### config.mk
export PLATFORM = sky130hd
export DESIGN_NAME = pipe_hazard_ctrl_flat
export DESIGN_NICKNAME = d
export VERILOG_FILES = /design/src/rtl/pipe_hazard_ctrl_if.sv /design/src/rtl/pipe_hazard_ctrl.sv /design/src/flat_wrapper.sv
export SDC_FILE = /design/constraint.sdc
export NUM_CORES = 1
export LEC_CHECK = 0
export CORE_MARGIN = 4
export CORE_UTILIZATION = 45
export DETAILED_ROUTE_END_ITERATION = 6
export GPL_TIMING_DRIVEN = 0
export HOLD_SLACK_MARGIN = 0.1
export PLACE_DENSITY = 0.68
export SETUP_SLACK_MARGIN = 0.2
export SLEW_MARGIN = 10
export SYNTH_ARGS = -nofsm -noshare
export SYNTH_HDL_FRONTEND = slang
export SYNTH_SLANG_ARGS = --single-unit
### constraint.sdc
create_clock -name clk -period 5.3 [get_ports clk]
set_input_delay 0.795 -clock clk [delete_from_list [all_inputs] [get_ports clk]]
set_output_delay 0.795 -clock clk [all_outputs]
set_load 0.01 [all_outputs]
### src/rtl/pipe_hazard_ctrl_if.sv
`default_nettype none
// ============================================================================
// pipe_hazard_ctrl_if : decode/EX hazard-control bus (pipeline <-> controller)
// Rev 1.0
// ============================================================================
interface pipe_hazard_ctrl_if #(
  parameter int REG_W = 5,
  parameter int CNT_W = 32,
  parameter int SEL_W = 2
);
  logic             de_valid;
  logic [REG_W-1:0] de_rs1;
  logic [REG_W-1:0] de_rs2;
  logic             de_rs1_used;
  logic             de_rs2_used;
  logic [REG_W-1:0] de_rd;
  logic             de_rd_wr;
  logic             de_is_load;
  logic             de_is_mc;
  logic             ex_redirect;
  logic             mc_done;
  logic             stall_fd;
  logic             flush_de;
  logic             freeze;
  logic [SEL_W-1:0] fwd_a_sel;
  logic [SEL_W-1:0] fwd_b_sel;
  logic [CNT_W-1:0] stall_cnt;
  logic [CNT_W-1:0] flush_cnt;

  modport master (
    output de_valid, de_rs1, de_rs2, de_rs1_used, de_rs2_used, de_rd, de_rd_wr,
           de_is_load, de_is_mc, ex_redirect, mc_done,
    input  stall_fd, flush_de, freeze, fwd_a_sel, fwd_b_sel, stall_cnt, flush_cnt
  );

  modport slave (
    input  de_valid, de_rs1, de_rs2, de_rs1_used, de_rs2_used, de_rd, de_rd_wr,
           de_is_load, de_is_mc, ex_redirect, mc_done,
    output stall_fd, flush_de, freeze, fwd_a_sel, fwd_b_sel, stall_cnt, flush_cnt
  );
endinterface
`default_nettype wire

### src/rtl/pipe_hazard_ctrl.sv
`default_nettype none
// ============================================================================
// pipe_hazard_ctrl : shadow-pipeline hazard, forwarding and flush controller
// Rev 1.0
// ============================================================================
module pipe_hazard_ctrl #(
  parameter int DEPTH      = 3,
  parameter int LOAD_READY = 3,
  parameter int REG_W      = 5,
  parameter int CNT_W      = 32,
  parameter int SEL_W      = $clog2(DEPTH)
) (
  input  wire logic         clk,
  input  wire logic         rst_n,
  pipe_hazard_ctrl_if.slave bus
);

  typedef struct packed {
    logic             valid;
    logic             wr;
    logic             load;
    logic             mc;
    logic             rs1_used;
    logic             rs2_used;
    logic [REG_W-1:0] rd;
    logic [REG_W-1:0] rs1;
    logic [REG_W-1:0] rs2;
  } entry_t;

  localparam logic [0:0] ST_IDLE = 1'b0;
  localparam logic [0:0] ST_BUSY = 1'b1;

  entry_t           r_sh [1:DEPTH];
  logic [0:0]       r_state;
  logic [CNT_W-1:0] r_stall_cnt;
  logic [CNT_W-1:0] r_flush_cnt;

  entry_t           w_de;
  logic             w_load_use;
  logic             w_freeze;
  logic             w_flush;
  logic             w_stall;
  logic [SEL_W-1:0] w_fwd_a;
  logic [SEL_W-1:0] w_fwd_b;

  // rd = x0 is never a producer
  function automatic logic produces(entry_t e, logic [REG_W-1:0] r);
    return e.valid && e.wr && (e.rd != '0) && (e.rd == r);
  endfunction

  assign w_de = '{valid: bus.de_valid, wr: bus.de_rd_wr, load: bus.de_is_load,
                  mc: bus.de_is_mc, rs1_used: bus.de_rs1_used,
                  rs2_used: bus.de_rs2_used, rd: bus.de_rd,
                  rs1: bus.de_rs1, rs2: bus.de_rs2};

  always_comb begin
    w_load_use = 1'b0;
    for (int k = 1; k < DEPTH; k++) begin
      if ((k + 1 < LOAD_READY) && r_sh[k].load &&
          ((bus.de_rs1_used && produces(r_sh[k], bus.de_rs1)) ||
           (bus.de_rs2_used && produces(r_sh[k], bus.de_rs2))))
        w_load_use = 1'b1;
    end
    w_load_use = w_load_use & bus.de_valid;
  end

  // Scan oldest to youngest so the youngest match wins
  always_comb begin
    w_fwd_a = '0;
    w_fwd_b = '0;
    for (int k = DEPTH; k >= 2; k--) begin
      if (r_sh[1].valid && r_sh[1].rs1_used && produces(r_sh[k], r_sh[1].rs1))
        w_fwd_a = SEL_W'(k - 1);
      if (r_sh[1].valid && r_sh[1].rs2_used && produces(r_sh[k], r_sh[1].rs2))
        w_fwd_b = SEL_W'(k - 1);
    end
  end

  assign w_freeze = (r_state == ST_BUSY);
  assign w_flush  = rst_n & bus.ex_redirect & ~w_freeze;
  assign w_stall  = rst_n & w_load_use & ~bus.ex_redirect & ~w_freeze;

  always_ff @(posedge clk or negedge rst_n) begin
    if (!rst_n) begin
      for (int k = 1; k <= DEPTH; k++) r_sh[k] <= '0;
    end else if (!w_freeze) begin
      for (int k = DEPTH; k >= 2; k--) r_sh[k] <= r_sh[k-1];
      r_sh[1] <= (bus.de_valid && !w_stall && !w_flush) ? w_de : '0;
    end
  end

  // Busy starts one edge after the op reaches EX, so it freezes one stage later
  always_ff @(posedge clk or negedge rst_n) begin
    if (!rst_n) begin
      r_state <= ST_IDLE;
    end else begin
      case (r_state)
        ST_IDLE: if (r_sh[1].valid && r_sh[1].mc) r_state <= ST_BUSY;
        ST_BUSY: if (bus.mc_done) r_state <= ST_IDLE;
        default: r_state <= ST_IDLE;
      endcase
    end
  end

  always_ff @(posedge clk or negedge rst_n) begin
    if (!rst_n) begin
      r_stall_cnt <= '0;
      r_flush_cnt <= '0;
    end else begin
      if ((w_stall || w_freeze) && (r_stall_cnt != '1)) r_stall_cnt <= r_stall_cnt + 1'b1;
      if (w_flush && (r_flush_cnt != '1)) r_flush_cnt <= r_flush_cnt + 1'b1;
    end
  end

  assign bus.stall_fd  = w_stall;
  assign bus.flush_de  = w_flush;
  assign bus.freeze    = w_freeze;
  assign bus.fwd_a_sel = w_fwd_a;
  assign bus.fwd_b_sel = w_fwd_b;
  assign bus.stall_cnt = r_stall_cnt;
  assign bus.flush_cnt = r_flush_cnt;

endmodule
`default_nettype wire

### src/flat_wrapper.sv
// flat-port wrapper written by rule: the top's interface ports become plain ports
module pipe_hazard_ctrl_flat 
#(
  parameter int DEPTH      = 3,
  parameter int LOAD_READY = 3,
  parameter int REG_W      = 5,
  parameter int CNT_W      = 32,
  parameter int SEL_W      = $clog2(DEPTH)
)
  (clk, rst_n, bus_de_valid, bus_de_rs1, bus_de_rs2, bus_de_rs1_used, bus_de_rs2_used, bus_de_rd, bus_de_rd_wr, bus_de_is_load, bus_de_is_mc, bus_ex_redirect, bus_mc_done, bus_stall_fd, bus_flush_de, bus_freeze, bus_fwd_a_sel, bus_fwd_b_sel, bus_stall_cnt, bus_flush_cnt);
  pipe_hazard_ctrl_if #(.REG_W(REG_W), .CNT_W(CNT_W), .SEL_W(SEL_W)) bus_i ();
  input  wire logic clk;
  input  wire logic rst_n;
  input wire logic [$bits(bus_i.de_valid)-1:0] bus_de_valid;
  input wire logic [$bits(bus_i.de_rs1)-1:0] bus_de_rs1;
  input wire logic [$bits(bus_i.de_rs2)-1:0] bus_de_rs2;
  input wire logic [$bits(bus_i.de_rs1_used)-1:0] bus_de_rs1_used;
  input wire logic [$bits(bus_i.de_rs2_used)-1:0] bus_de_rs2_used;
  input wire logic [$bits(bus_i.de_rd)-1:0] bus_de_rd;
  input wire logic [$bits(bus_i.de_rd_wr)-1:0] bus_de_rd_wr;
  input wire logic [$bits(bus_i.de_is_load)-1:0] bus_de_is_load;
  input wire logic [$bits(bus_i.de_is_mc)-1:0] bus_de_is_mc;
  input wire logic [$bits(bus_i.ex_redirect)-1:0] bus_ex_redirect;
  input wire logic [$bits(bus_i.mc_done)-1:0] bus_mc_done;
  output wire logic [$bits(bus_i.stall_fd)-1:0] bus_stall_fd;
  output wire logic [$bits(bus_i.flush_de)-1:0] bus_flush_de;
  output wire logic [$bits(bus_i.freeze)-1:0] bus_freeze;
  output wire logic [$bits(bus_i.fwd_a_sel)-1:0] bus_fwd_a_sel;
  output wire logic [$bits(bus_i.fwd_b_sel)-1:0] bus_fwd_b_sel;
  output wire logic [$bits(bus_i.stall_cnt)-1:0] bus_stall_cnt;
  output wire logic [$bits(bus_i.flush_cnt)-1:0] bus_flush_cnt;
  assign bus_i.de_valid = bus_de_valid;
  assign bus_i.de_rs1 = bus_de_rs1;
  assign bus_i.de_rs2 = bus_de_rs2;
  assign bus_i.de_rs1_used = bus_de_rs1_used;
  assign bus_i.de_rs2_used = bus_de_rs2_used;
  assign bus_i.de_rd = bus_de_rd;
  assign bus_i.de_rd_wr = bus_de_rd_wr;
  assign bus_i.de_is_load = bus_de_is_load;
  assign bus_i.de_is_mc = bus_de_is_mc;
  assign bus_i.ex_redirect = bus_ex_redirect;
  assign bus_i.mc_done = bus_mc_done;
  assign bus_stall_fd = bus_i.stall_fd;
  assign bus_flush_de = bus_i.flush_de;
  assign bus_freeze = bus_i.freeze;
  assign bus_fwd_a_sel = bus_i.fwd_a_sel;
  assign bus_fwd_b_sel = bus_i.fwd_b_sel;
  assign bus_stall_cnt = bus_i.stall_cnt;
  assign bus_flush_cnt = bus_i.flush_cnt;
  pipe_hazard_ctrl #(.DEPTH(DEPTH), .LOAD_READY(LOAD_READY), .REG_W(REG_W), .CNT_W(CNT_W), .SEL_W(SEL_W)) u_core (.clk(clk), .rst_n(rst_n), .bus(bus_i));
endmodule
Word-level counts from Yosys, hierarchy flattened. Cells that the tools add are included.

Register bits after elaboration: 100. Output and inout port bits: 71. Input port bits: 25.

Reduce and logical (&&, ||, !) cells: 33. Equal/unequal tests: 8. Mux-type cells: 9. Bitwise logic cells: 8. Add/sub/neg operators: 2.

Operators with widths (count): $add 32x1->32 const B (2); $ne 32x32->1 const B (2); $eq 5x5->1 (6); $logic_and 1x1->1 (26); $mux 21 (1); $reduce_bool 5->1 (3); $mux 2 (4); $and 1x1->1 (6); $mux 1 (3); $logic_not 1->1 (2); $logic_or 1x1->1 (2); $not 1->1 (2); $pmux 1 s2 (1).

Longest topological paths before layout. Gate-level depths: netlist of the first run.

Word-level depth: 15. Depth in mapped cells: 8. Depth with buffers taken out: 7.

Least setup slack after synthesis of the first run. Ideal clock, no wire load.

Path kind: input to register. Start point: input bus_ex_redirect. End point: register u_core.r_stall_cnt[27], in the netlist u_core.bus.stall_cnt[27]. Arrival: 2.290 ns. Path slack: 2.931 ns. Setup time: 0.079 ns. Stages: 7. Required time: 5.221 ns. Path buffers: 1. Cell sequence: nand4b_1 -> a211oi_1 -> nor2_1 -> a211o_1 -> buf_2 -> nor4_1 -> xor2_1.

Word-level cells in the longest chain between the ends: 5.

RTL lines: start: declaration (line flat_wrapper.sv:23) `input wire logic [$bits(bus_i.ex_redirect)-1:0] bus_ex_redirect;`; $not 1->1 (line pipe_hazard_ctrl.sv:81) `assign w_stall = rst_n & w_load_use & ~bus.ex_redirect & ~w_freeze;`; $and 1x1->1 (2 in a row) (line pipe_hazard_ctrl.sv:81); $logic_or 1x1->1 (line pipe_hazard_ctrl.sv:110) `if ((w_stall || w_freeze) && (r_stall_cnt != '1)) r_stall_cnt <= r_stall_cnt + 1'b1;`; $logic_and 1x1->1 (line pipe_hazard_ctrl.sv:110); end signal: assignment (line pipe_hazard_ctrl.sv:110); end: declaration (line pipe_hazard_ctrl.sv:35) `logic [CNT_W-1:0] r_stall_cnt;`.

Every way passes these cells. A chain may end at the register's enable or synchronous reset.

Worst setup path in the final report of the first run.
Start point: input rst_n. End point: output bus_stall_fd.

Word-level cells in the longest chain between the ends: 3.

RTL lines: start: declaration (line flat_wrapper.sv:13) `input wire logic rst_n;`; $and 1x1->1 (3 in a row) (line pipe_hazard_ctrl.sv:81); end: declaration (line flat_wrapper.sv:25) `output wire logic [$bits(bus_i.stall_fd)-1:0] bus_stall_fd;`.

Every way passes these cells.

==> key figures, run 1 <==
Outcome
  • Status: finished, final reports clean

Critical path
  • CP endpoint kind: primary output
  • Max Fanout on Critical Path: 51
  • CP startpoint kind: input pin
  • Critical path arrival: 2710 ps
  • Critical path class: in2out
  • WP data required: 4510 ps

Final layout
  • Nets: 555
  • Fill cells: 905
  • Layout cell share with drive strength beyond 1: 0.07317
  • Antenna fix cells: 0
  • Commonest non-fill, non-tap cell in the layout: dfrtp_1
  • Most frequent cells in the layout: dfrtp_1 (100), clkdlybuf4s50_1 (94), xnor2_1 (63)
  • Area growth, synth to finish: 28.18%

Power and ir drop
  • Power per standard cell area: 273.9 nW/um2
  • Leak: 2.583 nW
  • Total power: 1.654 mW
  • Seq pwr share: 0.548
  • Comb pwr share: 0.174
  • Clock power share: 0.278
  • Switching power: 0.4874 mW
  • Net Sw Frac: 0.2947
  • Peak supply drop: 0.1346 mV
  • Internal power: 1.167 mW

CTS
  • CTS tree: done
  • Clock buffer depth: 2
  • Post-cts repair resize count: 0
  • Clock root buffer: clkbuf_8
  • Post-CTS Setup Inserts: 0
  • Clock sink count: 100
  • Clock Latency Late Sink: 360 ps
  • Hold buffer count at cts: 0
  • Reg clk slew, reported paths: 100 ps
  • CTS H-tree lvls: 3
  • CTS buffer count: 9

Detailed routing
  • Pre-antenna DRT Iters: 4
  • Final ANT Viol Nets: 0
  • Highest routed metal layer: met4
  • DR DRC count: 0
  • Met3 wire length: about 640 um
  • Wire length per cell: ~16 um
  • Wire length on met1: 5.193 mm
  • Met2 routed WL: 4.984 mm
  • Via density: 5.330
  • DRT Wirelength: 10.93 mm
  • Total number of vias: 3566
  • Initial drt markers: 204

Global route
  • First-pass GRT wire length: 17.95 mm
  • All-Layer GR Usage: 0.1893
  • Antenna violations before repair: 0
  • Pin count of the biggest net entering global routing: 54
  • Vias in the first global route: around 3600
  • Gr ovfl total: 0

Die
  • Num rows: 37
  • Die height: 110.3 um
  • Die footprint: 12170 um2
  • Initial Util: 0.4584
  • Die span in x: 110.3 um
  • # IOs: between 90 and 100
  • Core area: just over 10000 um2

Timing
  • Fin Clk Skew: 18.82 ps
  • Count of pins over their slew limit: 0
  • Final period util: 0.6606
  • Max Fclk: 285.6 MHz
  • RSZ-0062 raised after global routing: no
  • Slew Limit Headroom: 0.5219
  • Pin slew with the least headroom to its limit: 712.9 ps
  • Final hold viol count: 0
  • Setup TNS: 0 ps
  • Tmin final: 3501 ps
  • Final setup violation count: 0

Place
  • Hpwl dp: 8.190 mm
  • Port bufs: 95
  • Routability cong.: 0.7963

Logic synthesis
  • Seq cells post-synth: 100
  • Post-synth EDFFs: 0
  • Syn nets: 448
  • Top_reg_cell synth: dfrtp_1
  • Post-Syn Instances: 421
  • Syn Area/Cell: between 10 and 15 um2
  • Yosys cell types: 37
  • YS warnings: 0
  • Ys async rst share: 1.000
  • Sequential share of the synthesized area: 0.5312
  • Mapped Area: 4711 um2

Hold path
  • Min-delay worst type: in2async

Flow run
  • Maxcap violations: 0
==> cell families after synthesis <==
family / after synthesis / synth area share
AO/OA/AOI/OAI: 35 / 0.06773
XOR/XNOR: 92 / 0.1710
adder cells (fa/ha/maj): 2 / 0.005311
buffers and inverters: 18 / 0.01487
flip-flops: 100 / 0.5312
multiplexers: 13 / 0.03108
AND/OR/NAND/NOR: 161 / 0.1788
==> critical path, stage by stage <==
cell and delay [ps]:
buf_4 500, nand4b_1 180, a211oi_1 390, and3_1 260, clkdlybuf4s50_1 540
==> cells in the mapped netlist, types with 2 or more instances <==
cell,number,area share
o21ai_0,2,0.0021
nand3_1,23,0.024
and2_1,2,0.0027
or4_1,5,0.0080
a22o_1,20,0.037
a211oi_1,2,0.0032
nor3_1,14,0.015
or3_1,4,0.0053
and3_1,9,0.012
and4_1,5,0.0093
inv_1,10,0.0080
nand4_1,22,0.029
nor4_1,11,0.015
o211ai_1,2,0.0032
a21oi_1,2,0.0021
mux2_2,13,0.031
nor2_1,20,0.016
dfrtp_1,100,0.53
buf_2,2,0.0021
nand2_1,41,0.033
xor2_1,29,0.054
ha_1,2,0.0053
clkbuf_1,5,0.0040
xnor2_1,63,0.12
==> final cells by class <==
class / instances / area [um2] / share of cell area
Timing Repair Buffer: 96 / 975.9 / 0.1616
Tap cell: 136 / 170.2 / 0.02818
Clock inverter: 6 / 43.79 / 0.007252
Multi-Input combinational cell: 303 / 2138 / 0.3541
Inverter: 10 / 37.54 / 0.006216
Sequential cell: 100 / 2502 / 0.4144
Clock buffer: 10 / 137.6 / 0.02279
Buffer: 8 / 32.53 / 0.005387
==> registers in the layout, summed over array words and instances (netlist names) <==
signal and cells:
u_core.bus.freeze 1, u_core.r_sh 35, u_core.bus.stall_cnt 32, u_core.bus.flush_cnt 32
==> per-layer routing <==
layer  track usage  vias up
li1              -     1703
met1        0.2709     1761
met2        0.2890       91
met3       0.04310       11
met4       0.05541        0
met5             0        -
==> power groups by stage <==
stage	sequential (mW)	combinational, mW	clock, mW
5_1_grt	0.920	0.318	0.503
2_1_floorplan	0.913	0.146	0
6_report	0.906	0.289	0.459
3_5_place_dp	0.920	0.291	0
3_3_place_gp	0.919	0.280	0
4_1_cts	0.906	0.292	0.470
==> per-stage QoR <==
step                      worst slack, ps  hold WS, ps  utilization  instances  cell area (um2)
after global routing                 1649        490.7       0.5875        669             6038
after floorplan                      2931        479.4            -        421             4711
after detailed placement             1764        482.0       0.5699        653             5857
after CTS                            1764        458.7       0.5875        669             6038
after global placement              -1753        471.5       0.5674        652             5832
final                                1799        451.3       0.5875        669             6038
==> path summary, 6_finish.rpt <==
| path | cells past startpoint | to | start | slack [ps] |
|---|---|---|---|---|
| min in group clk | 1 | u_core.bus.flush_cnt[24]$_DFFE_PN0P_ | u_core.bus.flush_cnt[24]$_DFFE_PN0P_ | 500 |
| min reg2reg | 1 | u_core.bus.flush_cnt[24]$_DFFE_PN0P_ | u_core.bus.flush_cnt[24]$_DFFE_PN0P_ | 500 |
| max reg2reg | 8 | u_core.bus.stall_cnt[26]$_DFFE_PN0P_ | u_core.bus.stall_cnt[0]$_DFFE_PN0P_ | 2830 |
| min | 1 | u_core.bus.flush_cnt[3]$_DFFE_PN0P_ | rst_n | 450 |
| max | 5 | bus_stall_fd | rst_n | 1800 |
| max in group asynchronous | 2 | u_core.bus.stall_cnt[14]$_DFFE_PN0P_ | rst_n | 4170 |
Note: power is estimated with default switching activity, not from simulation.
==> run 2: changes to the inputs <==
==> constraint.sdc (replaced) <==
create_clock -name clk -period 3.6 [get_ports clk]
set_input_delay 0.54 -clock clk [delete_from_list [all_inputs] [get_ports clk]]
set_output_delay 0.54 -clock clk [all_outputs]
set_load 0.01 [all_outputs]
==> results of run 2 <==
The final DEF is identical to that of run 1. Status: finished, final reports clean.
Among the figures that moved: setup slack after placement 1764 ps -> 574.1 ps; setup slack after layout 1799 ps -> 562.3 ps; hold slack 451.3 ps -> 196.3 ps; start point of the critical path rst_n -> u_core.r_sh[31]$_DFFE_PN0N_; end point of the critical path bus_stall_fd -> bus_fwd_b_sel[1]; register-to-register setup slack 2830 ps -> 1130 ps; total power 1.654 mW -> 2.435 mW; worst IR drop on VDD 0.1346 mV -> 0.1981 mV
